## config.mk

```make
export PLATFORM = sky130hd
export DESIGN_NAME = lopd_norm_pipe
export DESIGN_NICKNAME = d
export VERILOG_FILES = /design/src/rtl/lopd_pkg.sv /design/src/rtl/lopd_grp_select.sv /design/src/rtl/lopd_leaf4.sv /design/src/rtl/lopd_norm_pipe.sv
export SDC_FILE = /design/constraint.sdc
export NUM_CORES = 1
export LEC_CHECK = 0
export BUFFER_PORTS_ARGS = -buffer_cell sky130_fd_sc_hd__buf_4
export CAP_MARGIN = 10
export CORE_MARGIN = 5
export CORE_UTILIZATION = 50
export CTS_BUF_LIST = sky130_fd_sc_hd__clkbuf_8
export DETAILED_ROUTE_END_ITERATION = 12
export PLACE_DENSITY = 0.74
export REMOVE_ABC_BUFFERS = 1
export SLEW_MARGIN = 15
export SYNTH_ARGS = -nofsm -noshare
export SYNTH_HDL_FRONTEND = slang
export SYNTH_HIERARCHICAL = 1
export SYNTH_SLANG_ARGS = --single-unit
```

## constraint.sdc

```tcl
create_clock -name i_clk -period 4.7 [get_ports i_clk]
set_input_delay 0.94 -clock i_clk [delete_from_list [all_inputs] [get_ports i_clk]]
set_output_delay 0.94 -clock i_clk [all_outputs]
set_load 0.1 [all_outputs]
```

## src/rtl/lopd_pkg.sv

```systemverilog
// Shared types and sizing helpers for the pipelined leading-one position detector.
package lopd_pkg;

  localparam int LEAF_W = 4;

  typedef struct packed {
    logic [1:0] pos;
    logic       zero;
  } lopd_leaf_t;

  function automatic int pos_w(input int width);
    return $clog2(width);
  endfunction

  function automatic int group_cnt(input int width);
    return width / LEAF_W;
  endfunction

endpackage

```

## src/rtl/lopd_grp_select.sv

```systemverilog
// Priority encoder: index of the most significant group whose leaf is non-zero.
module lopd_grp_select #(
  parameter int G     = 6,
  parameter int SEL_W = 3
) (
  input  logic [G-1:0]     gzero,
  output logic [SEL_W-1:0] grp
);

  // Ascending scan, so the last non-zero group written is the highest one.
  always_comb begin
    grp = '0;
    for (int g = 0; g < G; g++) begin
      if (!gzero[g]) grp = SEL_W'(g);
    end
  end

endmodule

```

## src/rtl/lopd_leaf4.sv

```systemverilog
// 4-bit leading-one leaf cell: index of the highest set bit and an all-zero flag.
module lopd_leaf4
  import lopd_pkg::*;
(
  input  logic [LEAF_W-1:0] data,
  output lopd_leaf_t        leaf
);

  // NOTE: every output gets a default before the priority chain, so no path leaves it unassigned (no latch).
  always_comb begin
    leaf.zero = ~|data;
    leaf.pos  = 2'd0;
    if (data[3])      leaf.pos = 2'd3;
    else if (data[2]) leaf.pos = 2'd2;
    else if (data[1]) leaf.pos = 2'd1;
  end

endmodule

```

## src/rtl/lopd_norm_pipe.sv

```systemverilog
// Two-stage leading-one detector with normalising left shift and valid/ready flow control.
module lopd_norm_pipe
  import lopd_pkg::*;
#(
  parameter int  WIDTH = 24,
  parameter int  TAG_W = 9,
  localparam int POS_W = pos_w(WIDTH)
) (
  input  logic             i_clk,
  input  logic             i_rst_n,
  input  logic             i_valid,
  output logic             o_ready,
  input  logic [WIDTH-1:0] i_data,
  input  logic [TAG_W-1:0] i_tag,
  output logic             o_valid,
  input  logic             i_ready,
  output logic [POS_W-1:0] o_pos_one,
  output logic             o_zero_flag,
  output logic [WIDTH-1:0] o_norm_data,
  output logic [TAG_W-1:0] o_tag
);

  localparam int G      = group_cnt(WIDTH);
  localparam int GSEL_W = (G > 1) ? $clog2(G) : 1;

  logic                 adv1, adv2;
  lopd_leaf_t [G-1:0]   leaf_c;
  logic                 s1_valid;
  lopd_leaf_t [G-1:0]   s1_leaf;
  logic [WIDTH-1:0]     s1_data;
  logic [TAG_W-1:0]     s1_tag;
  logic [G-1:0]         s1_gzero;
  logic [GSEL_W-1:0]    grp_c;
  logic                 zero_c;
  logic [POS_W-1:0]     pos_c;
  logic [POS_W-1:0]     shamt_c;
  logic [WIDTH-1:0]     norm_c;

  assign adv2    = ~o_valid | i_ready;
  assign adv1    = ~s1_valid | adv2;
  assign o_ready = adv1;

  for (genvar g = 0; g < G; g++) begin : g_leaf
    lopd_leaf4 u_leaf (
      .data (i_data[LEAF_W*g +: LEAF_W]),
      .leaf (leaf_c[g])
    );
    assign s1_gzero[g] = s1_leaf[g].zero;
  end

  lopd_grp_select #(
    .G     (G),
    .SEL_W (GSEL_W)
  ) u_sel (
    .gzero (s1_gzero),
    .grp   (grp_c)
  );

  assign zero_c = &s1_gzero;

  always_comb begin
    pos_c = '0;
    if (!zero_c) pos_c = POS_W'({grp_c, s1_leaf[grp_c].pos});
  end

  assign shamt_c = POS_W'(WIDTH - 1) - pos_c;
  assign norm_c  = s1_data << shamt_c;

  // NOTE: sequential state uses non-blocking assignments so every register samples pre-edge values.
  always_ff @(posedge i_clk or negedge i_rst_n) begin
    if (!i_rst_n) s1_valid <= 1'b0;
    else if (adv1) s1_valid <= i_valid;
  end

  // NOTE: stage-1 payload is qualified by s1_valid, so it needs no reset and stays a plain enable flop.
  always_ff @(posedge i_clk) begin
    if (adv1 && i_valid) begin
      s1_leaf <= leaf_c;
      s1_data <= i_data;
      s1_tag  <= i_tag;
    end
  end

  always_ff @(posedge i_clk or negedge i_rst_n) begin
    if (!i_rst_n) begin
      o_valid     <= 1'b0;
      o_pos_one   <= '0;
      o_zero_flag <= 1'b0;
      o_norm_data <= '0;
      o_tag       <= '0;
    end else if (adv2) begin
      o_valid <= s1_valid;
      if (s1_valid) begin
        o_pos_one   <= pos_c;
        o_zero_flag <= zero_c;
        o_norm_data <= norm_c;
        o_tag       <= s1_tag;
      end
    end
  end

endmodule

```

==> results of run 1 <==
==> cells in the final DEF, fill, tap and decap left out, types with 3 or more instances in the layout <==
master     n
a21o_2     6
dfrtp_1   41
o32ai_2    4
mux2i_1    6
o21ai_0   36
nor2_1    34
o211ai_1   5
a221oi_1   6
nor3_2     6
nand3_1    5
a211oi_1  23
a21oi_1   26
clkbuf_8   9
a31oi_1    4
a211oi_2   3
a41oi_1    3
nor3_1    14
mux2_2     3
or2_4      6
inv_1     11
nand2_1   60
inv_4      3
a22o_1     3
and3_1     4
and2_1     8
a22oi_1    3
buf_4     83
o31ai_1    3
edfxtp_1  51
nand2b_1   6
==> worst paths after layout <==
path / to / slack, ns / cells after the start
min reg2reg: o_tag[4] / 0.45 / 2
max in group asynchronous: o_norm_data[21] / 3.80 / 1
min in group asynchronous: o_tag[7] / 0.53 / 1
max: o_norm_data[17] / 0.85 / 9
min: o_tag[4] / 0.45 / 2
max reg2reg: o_norm_data[17] / 0.85 / 9
==> cell families after synthesis <==
kind of cell | synth area share [%]
AOI/OAI and AO/OA | 22.4
buffers and inverters | 4.57
DFF | 53.4
muxes | 3.06
and+or+nand+nor | 16.5
==> cell type report <==
cell class / count / area (um^2)
Clock buffer: 9 / 124
Clock inverter: 7 / 47.5
Fill cell: 800 / 3720
Inverter: 10 / 37.5
Multi-Input combinational cell: 322 / 2010
Sequential cell: 92 / 2560
Tap cell: 129 / 161
Timing Repair Buffer: 83 / 623
==> state kept, by name (all words and copies together) (netlist names) <==
signal / flops
o_norm_data: 24
s1_data: 24
s1_leaf: 12
o_tag: 9
s1_tag: 9
s1_gzero: 6
o_pos_one: 5
o_valid: 1
o_zero_flag: 1
s1_valid: 1
==> worst max-delay path: stages, from the launching register on <==
cell and delay, ns:
edfxtp_1 0.42, nand2_2 0.19, a21oi_2 0.53, mux2_4 0.37, a22o_1 0.26, o21ai_2 0.49
mux2i_1 0.75, nor3_1 0.09, a2111oi_1 0.49, a21oi_1 0.12
==> metal layers <==
layer | track usage (%) | part of all wire, % | vias up
met2 | 32.7 | 47 | 212
met1 | 28.2 | 42 | 1814
met3 | 4.98 | 8.0 | 32
met5 | 0 | 0 | -
li1 | - | - | 1814
met4 | 7.84 | 2.6 | 0
==> report_power, final <==
| part | total (mW) | switching, mW | leakage (nW) | internal (mW) |
|---|---|---|---|---|
| clock | 0.481 | 0.286 | 0.0926 | 0.195 |
| combinational | 1.04 | 0.802 | 1.15 | 0.240 |
| sequential | 1.02 | 0.0596 | 0.986 | 0.956 |
| total | 2.54 | 1.15 | 2.23 | 1.39 |
==> metrics by stage <==
step	worst slack (ns)	instances	power, mW	hold WS, ns
6_report	0.849	652	2.54	0.446
3_3_place_gp	1.00	636	2.06	0.419
5_1_grt	0.607	652	2.64	0.468
2_1_floorplan	0.852	424	1.81	0.415
4_1_cts	0.936	652	2.55	0.449
3_5_place_dp	0.978	636	2.07	0.425
==> summary.txt, run 1 <==
Setup path
  • Critical path class: reg2reg
  • CP Launch Type: register
  • Critical Path End Type: register
  • Largest fanout on the critical path: 13
  • FF-to-FF Start: s1_gzero[5]
  • CP Data Arrival Time: 4.08 ns
  • Worst Setup SP: s1_gzero[5]
  • WP data required: 4.93 ns

Floorplan
  • Initial Utilization: 51.6%
  • CORE AREA: 9280 um^2
  • Num ports: 78
  • Site row count: 35
  • Die Span Y: 108 um
  • Die X: 108 um
  • DIE AREA: 11,600 um^2

Cells and area
  • Layout Nets: 555
  • Layout Utilization: 59.9%
  • Share of cells above drive strength 1: 27.0%
  • Area grow syn2layout: 16.2%
  • Number of diodes: 0
  • Post-route cell area: 5560 um^2

Clock network
  • Num CTS Buffers: 9
  • Hold-fix buffers, CTS: 0
  • Worst-skew pair later-pin latency: 0.37 ns
  • Reg clk slew, reported paths: 0.10 ns
  • Setup Buffers After CTS: 0
  • H-Tree Depth: 3
  • Post_cts resized: 0
  • CTS sink count: 92
  • CTS Root Cell: clkbuf_8
  • CTS max path bufs: 2
  • CTS tree: yes

Routing
  • Drt first pass iters: 7
  • DRC: 0
  • Via/cell ratio: 5.94
  • Via count: 3,872
  • DR WL/cell: 18.3 um
  • Number of DRC markers in iteration 0: 563
  • Drt total wl: 11,900 um
  • ANT nets after route: 0

Synth
  • Synthesized area per cell: 10.5 um^2
  • Gate count of the mapped netlist: 457
  • Synthesis Warnings: 6
  • Synth top cells by count: 60 x nand2_1, 51 x edfxtp_1, 41 x dfrtp_1, 36 x o21ai_0, 34 x nor2_1
  • Mapped Area: 4790 um^2
  • Top-count cell post-synth: nand2_1
  • Synth area leader: edfxtp_1
  • Post-synthesis sequential area ratio: 53.4%
  • Unique cell type count in the Yosys netlist: 65
  • Top cells by area, synth: edfxtp_1 32%, dfrtp_1 21%, nand2_1 4.7%
  • Flop and latch count out of synthesis: 92
  • Post-synth ARST share: 44.6%
  • Top_reg_cell synth: edfxtp_1
  • Synth top area share: 32.0%
  • EDFF count, synth: 51

Flow run
  • Max-cap viol count: 0

STA
  • Final setup vio count: 0
  • RSZ-0062 raised after global routing: false
  • Final hold violations: 0
  • Final min period: 3.85 ns
  • Post-route clock period utilization: 81.9%
  • Clock Skews: 0.0147 ns
  • Slew Limit Fails: 0
  • Worst slew pin tran: 1.11 ns
  • Slew Limit Headroom: 25.8%
  • Peak Freq: 260 MHz
  • Final setup TNS: 0 ns

Place
  • Port bufs: 77
  • Detail Placement HPWL: 8750 um
  • Routability congestion estimate: 0.970
  • Placed cell areas: 5390 um^2

Min path
  • Hold path start: s1_tag[4]
  • Worst hold path class: reg2reg

GRT
  • First-pass GRT wire length: 18,900 um
  • Initial antenna violation count: 0
  • Vias in the first global route: 3,646
  • Largest net degree at the start of global routing: 43
  • Global-route usage over all layers: 20.9%
  • GRT overflow: 0

Power
  • Worst VDD drop: 216 uV
  • Cell area power density: 456 nW/um^2
  • Leakage: 2.23 nW

Status
  • Status: finished, final reports clean
Note: power is estimated with default switching activity, not from simulation.
==> inputs of run 2 (changes only) <==
Settings changed: PLACE_DENSITY 0.74 to 0.77.
Clock period 4.7 ns to 3.5 ns, I/O delays scaled along.
==> run 2 against run 1 <==
  * Sequential cell count did not move
  * Setup slack got worse by 0.64 ns
  * Clock skew rose by 0.0076 ns
  * Critical path depth rose by 2
  * Clock power rose by 48%
  * Via count rose by 0.59%
  * Final area rose by 1.7%
  * Clock-buffer cell count rose by 2
  * Combinational power rose by 37%
  * Sequential power rose by 33%
  * Global-route usage rose by 0.55 points
  * Non-clock buffer count rose by 7
  * Critical path type unchanged
==> summary.txt, run 2 (synthesis gave the netlist of run 1 again) <==
GRT
  • Largest net degree at the start of global routing: 52 (+21%)
  • Vias in the first global route: 3,734 (+2.4%)
  • Initial antenna violation count: 0 (unchanged)
  • First-pass GRT wire length: 19,300 um (+2.4%)
  • GRT overflow: 0 (unchanged)
  • Global-route usage over all layers: 21.5% (+0.55 points)

Routing
  • Via count: 3,895 (+0.59%)
  • Number of DRC markers in iteration 0: 403 (-28%)
  • DRC: 0 (unchanged)
  • ANT nets after route: 0 (unchanged)
  • DR WL/cell: 18.5 um (+0.91%)
  • Drt first pass iters: 6 (-1)
  • Via/cell ratio: 5.91 (-0.47%)
  • Drt total wl: 12,200 um (+2.0%)

Setup path
  • Delay-heaviest family, CP: compound AO/OA/AOI/OAI gates
  • CP Data Arrival Time: 3.59 ns (-0.49 ns)
  • Crit path depth: 11 (+2)
  • Critical Path End Type: register
  • CP max stage delay: 0.49 ns (-0.26 ns)
  • Largest fanout on the critical path: 24 (+11)
  • Most common cell on crit path: a211oi_1
  • Worst reg2reg setup slack: 0.20 ns (-0.64 ns)
  • Critical path class: reg2reg
  • CP max-delay cell: a222oi_1
  • CP Launch Type: register
  • Crit-path cells: nand2_2, a21oi_4, mux2_1, a222oi_1, buf_12, or2_1, buf_4, a211oi_1, o31ai_1, a211oi_1, a31oi_1
  • Buf+Inv Stages, Crit Path: 2 (+2)
  • Worst Reg-to-Reg Cells: 11 (+2)
  • WP data required: 3.79 ns (-1.14 ns)

STA
  • Slew Limit Fails: 0 (unchanged)
  • Post-route clock period utilization: 94.1% (+12 points)
  • Clock Skews: 0.0224 ns (+0.00763 ns)
  • Worst slew pin tran: 1.12 ns (+0.00459 ns)
  • Worst hold margin: 0.292 ns (-0.154 ns)
  • Final setup TNS: 0 ns (unchanged)
  • Slew Limit Headroom: 25.5% (-0.31 points)
  • Final hold violations: 0 (unchanged)
  • RSZ-0062 raised after global routing: false
  • Peak Freq: 303 MHz (+17%)
  • Final min period: 3.30 ns (-0.556 ns)
  • Final setup vio count: 0 (unchanged)

Cells and area
  • Number of diodes: 0 (unchanged)
  • Fill cell count: 791 (-1.1%)
  • Commonest non-fill, non-tap cell in the layout: buf_4
  • Layout Utilization: 61.0% (+1.0 points)
  • Share of cells above drive strength 1: 28.1% (+1.2 points)
  • Top Registers: o_norm_data: 24 flops, s1_data: 24 flops, s1_leaf: 12 flops
  • Area grow syn2layout: 18.2%
  • Layout Nets: 562 (+1.3%)
  • Commonest non-fill, non-tap cells in the layout: 89 x buf_4, 60 x nand2_1, 51 x edfxtp_1

Power
  • Worst VDD drop: 331 uV (+53%)
  • Leakage: 2.27 nW (+2.0%)
  • Cell area power density: 618 nW/um^2 (+35%)

Place
  • Routability congestion estimate: 0.941 (-3.0%)
  • Detail Placement HPWL: 8940 um (+2.2%)
  • Port bufs: 77 (unchanged)

Flow run
  • Max-cap viol count: 0 (unchanged)

Floorplan
  • Num ports: 78 (unchanged)
  • Die Span Y: 108 um (unchanged)
  • Site row count: 35 (unchanged)
  • DIE AREA: 11,600 um^2 (unchanged)
  • Initial Utilization: 51.6% (unchanged)
  • Die X: 108 um (unchanged)
  • CORE AREA: 9280 um^2 (unchanged)

Clock network
  • Worst-skew pair later-pin latency: 0.38 ns (about the same)
  • CTS max path bufs: 2 (unchanged)
  • Setup Buffers After CTS: 0 (unchanged)
  • CTS tree: yes
  • CTS Root Cell: clkbuf_8
  • Reg clk slew, reported paths: 0.09 ns (about the same)
  • CTS sink count: 92 (unchanged)
  • Num CTS Buffers: 9 (unchanged)
  • H-Tree Depth: 3 (unchanged)

Min path
  • Worst hold path class: in2async

Status
  • Status: finished, final reports clean
-- run 2: cell types whose count changed in the layout (fill, tap and decap cells not counted), sizes merged --
cell    before  now
buf         83   90
inv         16   13
clkbuf       9   11
clkinv       0    1
-- run 2: path summary, 6_finish.rpt --
| path | end | start |
|---|---|---|
| setup / recovery | o_norm_data[20] | s1_gzero[4] |
| hold / removal | o_tag[3] | i_rst_n |
| setup reg to reg | o_norm_data[20] | s1_gzero[4] |
| hold reg to reg | o_tag[0] | s1_tag[0] |
| max in group asynchronous | o_norm_data[16] | i_rst_n |
| min in group i_clk | o_tag[0] | s1_tag[0] |
-- run 2: area by class of cell --
type / instances / area [um^2] / share of cell area (%)
Multi-Input combinational cell: 322 / 2020 / 35.7
Tap cell: 129 / 161 / 2.85
Inverter: 10 / 37.5 / 0.663
Timing Repair Buffer: 90 / 688 / 12.2
Sequential cell: 92 / 2560 / 45.2
Clock inverter: 5 / 42.5 / 0.752
Clock buffer: 11 / 151 / 2.68
-- run 2: metal layers --
| metal | part of all wire (%) | vias to the layer above | GRT usage (%) | routed length (um) |
|---|---|---|---|---|
| met5 | 0 | - | 0 | 0 |
| met4 | 1.9 | 0 | 6.58 | 235 |
| met3 | 7.8 | 27 | 4.50 | 943 |
| met2 | 46 | 198 | 32.9 | 5630 |
| met1 | 44 | 1840 | 30.5 | 5360 |
| li1 | - | 1830 | - | - |
-- run 2: power by group --
group / internal [mW] / total (mW) / switching [mW]
clock network: 0.307 / 0.710 / 0.404
registers: 1.28 / 1.36 / 0.0789
logic: 0.336 / 1.42 / 1.09
-- run 2: repair_timing --
action	CTS	global route
endpoints found under the setup margin	0	3
hold buffers	0	0
resized for setup	0	1
-- run 2: per-stage QoR --
step	cell area, um^2	instances	worst slack [ns]	total power, mW
2_1_floorplan	4610	424	-0.348	2.43
3_3_place_gp	5460	643	0.379	2.79
3_5_place_dp	5460	643	0.163	2.80
4_1_cts	5650	659	0.176	3.50
5_1_grt	5660	659	0.0277	3.64
6_report	5660	659	0.205	3.50
==> inputs of run 3 (changes only) <==
Settings changed: PLACE_DENSITY 0.77 to 0.74.
Clock period 3.5 ns to 3.71 ns, I/O delays scaled along.
==> run 3 against run 2 <==
  * Register-to-register slack improved by 0.09 ns
  * Critical path depth decreased by 1
  * Critical endpoint is now o_norm_data[17]
  * Maximum frequency decreased by 3.6%
  * Highest routed layer unchanged
  * Largest power group unchanged
  * Combinational power decreased by 6%
==> summary.txt, run 3 (synthesis gave the netlist of run 1 again) <==
Power
  • Sequential power share: 38.9% (about the same)
  • Sw power: 1.46 mW (-6.7%)
  • Final Total Pwr: 3.30 mW (-5.5%)
  • Sw frac: 44.3% (-0.58 points)
  • Cell area power density: 588 nW/um^2 (-4.9%)
  • Pint: 1.84 mW (-4.5%)
  • Leakage: 2.26 nW (-0.59%)
  • Logic pwr share: 40.2% (-0.5 points)
  • Clock power frac: 20.9% (+0.6 points)
  • Worst VDD drop: 267 uV (-19%)

Clock network
  • Reg clk slew, reported paths: 0.10 ns (about the same)
  • CTS sink count: 92 (unchanged)
  • CTS tree: yes
  • CTS max path bufs: 2 (unchanged)
  • Hold-fix buffers, CTS: 0 (unchanged)
  • H-Tree Depth: 3 (unchanged)
  • Num CTS Buffers: 9 (unchanged)
  • Post_cts resized: 0 (unchanged)
  • Setup Buffers After CTS: 0 (unchanged)
  • Worst-skew pair later-pin latency: 0.37 ns (about the same)
  • CTS Root Cell: clkbuf_8

Setup path
  • RR Endpoint: o_norm_data[17]
  • CP Data Arrival Time: 3.65 ns (+0.06 ns)
  • Largest fanout on the critical path: 17 (-29%)
  • Critical Path End Type: register
  • WP data required: 3.95 ns (+0.16 ns)
  • CP Launch Type: register
  • Worst Setup SP: s1_gzero[4]
  • Worst Reg-to-Reg Cells: 10 (-1)
  • FF-to-FF Start: s1_gzero[4]
  • Critical path class: reg2reg
  • Worst reg2reg setup slack: 0.29 ns (+0.09 ns)

STA
  • Final hold violations: 0 (unchanged)
  • RSZ-0062 raised after global routing: false
  • Post-route clock period utilization: 92.1% (-2.0 points)
  • Final setup vio count: 0 (unchanged)
  • Clock Skews: 0.0154 ns (-0.00696 ns)
  • Peak Freq: 293 MHz (-3.6%)
  • Slew Limit Fails: 0 (unchanged)
  • Final setup TNS: 0 ns (unchanged)
  • Slew Limit Headroom: 25.0% (-0.49 points)
  • Final min period: 3.42 ns (+0.122 ns)
  • Worst hold margin: 0.336 ns (+0.0443 ns)
  • Worst slew pin tran: 1.12 ns (+0.00739 ns)

Floorplan
  • Site row count: 35 (unchanged)
  • DIE AREA: 11,600 um^2 (unchanged)
  • Die X: 108 um (unchanged)
  • CORE AREA: 9280 um^2 (unchanged)
  • Initial Utilization: 51.6% (unchanged)
  • Die Span Y: 108 um (unchanged)
  • Num ports: 78 (unchanged)

Status
  • Status: finished, final reports clean

Flow run
  • Max-cap viol count: 0 (unchanged)

GRT
  • GRT overflow: 0 (unchanged)
  • Global-route usage over all layers: 20.9% (-0.52 points)
  • Vias in the first global route: 3,713 (-0.56%)
  • Largest net degree at the start of global routing: 52 (unchanged)
  • Initial antenna violation count: 0 (unchanged)
  • First-pass GRT wire length: 19,200 um (-0.93%)

Routing
  • ANT nets after route: 0 (unchanged)
  • Number of DRC markers in iteration 0: 479 (+19%)
  • DRC: 0 (unchanged)
  • Via/cell ratio: 5.85 (-1.1%)
  • Drt first pass iters: 5 (-1)
  • Drt total wl: 11,800 um (-3.2%)
  • DR WL/cell: 17.9 um (-2.7%)
  • Via count: 3,835 (-1.5%)

Place
  • Placed cell areas: 5420 um^2 (-0.64%)
  • Detail Placement HPWL: 8730 um (-2.4%)
  • Port bufs: 77 (unchanged)
  • Routability congestion estimate: 0.945 (+0.41%)

Cells and area
  • Share of cells above drive strength 1: 27.7% (-0.41 points)
  • Post-route cell area: 5620 um^2 (-0.69%)
  • Top Registers: o_norm_data: 24 flops, s1_data: 24 flops, s1_leaf: 12 flops
  • Number of diodes: 0 (unchanged)
  • Commonest non-fill, non-tap cells in the layout: 87 x buf_4, 60 x nand2_1, 51 x edfxtp_1
  • Layout Utilization: 60.5% (-0.42 points)
  • Area grow syn2layout: 17.4%
  • Commonest non-fill, non-tap cell in the layout: buf_4
  • Layout Nets: 559 (-0.53%)

Min path
  • Worst hold path class: in2async
[run 3: cell types whose count changed in the layout (fill, tap and decap cells not counted), sizes merged]
cell and delta:
buf -3, clkinv -1, bufinv +1, clkbuf -2, inv +2
[run 3: cell type report]
cell class,count,area [um^2]
clock buffer,9,124
timing repair buffer,87,653
tap,129,161
fill,805,3660
multi-input combinational,322,2010
clock inverter,7,73.8
inverter,10,37.5
sequential,92,2560
[run 3: worst max-delay path by stage]
stage	slack (ns)	to	cells after the start
2_1_floorplan	-0.14	o_norm_data[20]	9
4_1_cts	0.39	o_norm_data[17]	10
5_1_grt	0.004	o_norm_data[17]	10
6_report	0.29	o_norm_data[17]	10
3_5_place_dp	0.39	o_norm_data[17]	10
3_3_place_gp	0.48	o_norm_data[17]	10
[run 3: per-stage QoR]
stage	instances	setup WS [ns]
after global placement	640	0.477
final	656	0.293
after CTS	656	0.387
after floorplan	424	-0.138
after global routing	656	0.00404
after detailed placement	640	0.386
[run 3: critical path: stages, from the launching register on]
cell	delay (ns)
edfxtp_1	0.41
nand2_2	0.17
a21oi_2	0.42
mux2_4	0.34
a222oi_1	0.37
buf_4	0.29
nor2_2	0.18
a211oi_1	0.33
nor2_1	0.15
a2111oi_1	0.51
a21oi_1	0.12
[run 3: power by group through the flow]
stage                     Clock, mW  Sequential [mW]  Combinational (mW)
after floorplan                   0             1.93               0.360
after global placement            0             1.30                1.32
after detailed placement          0             1.31                1.32
after CTS                     0.703             1.28                1.33
after global routing          0.747             1.30                1.40
final                         0.690             1.28                1.33
[run 3: metal layers]
layer	wire length, um	global-route usage (%)	vias to the layer above
met2	5340	31.3	173
met5	0	0	-
met4	221	7.84	0
li1	-	-	1830
met3	885	5.40	19
met1	5330	29.3	1813
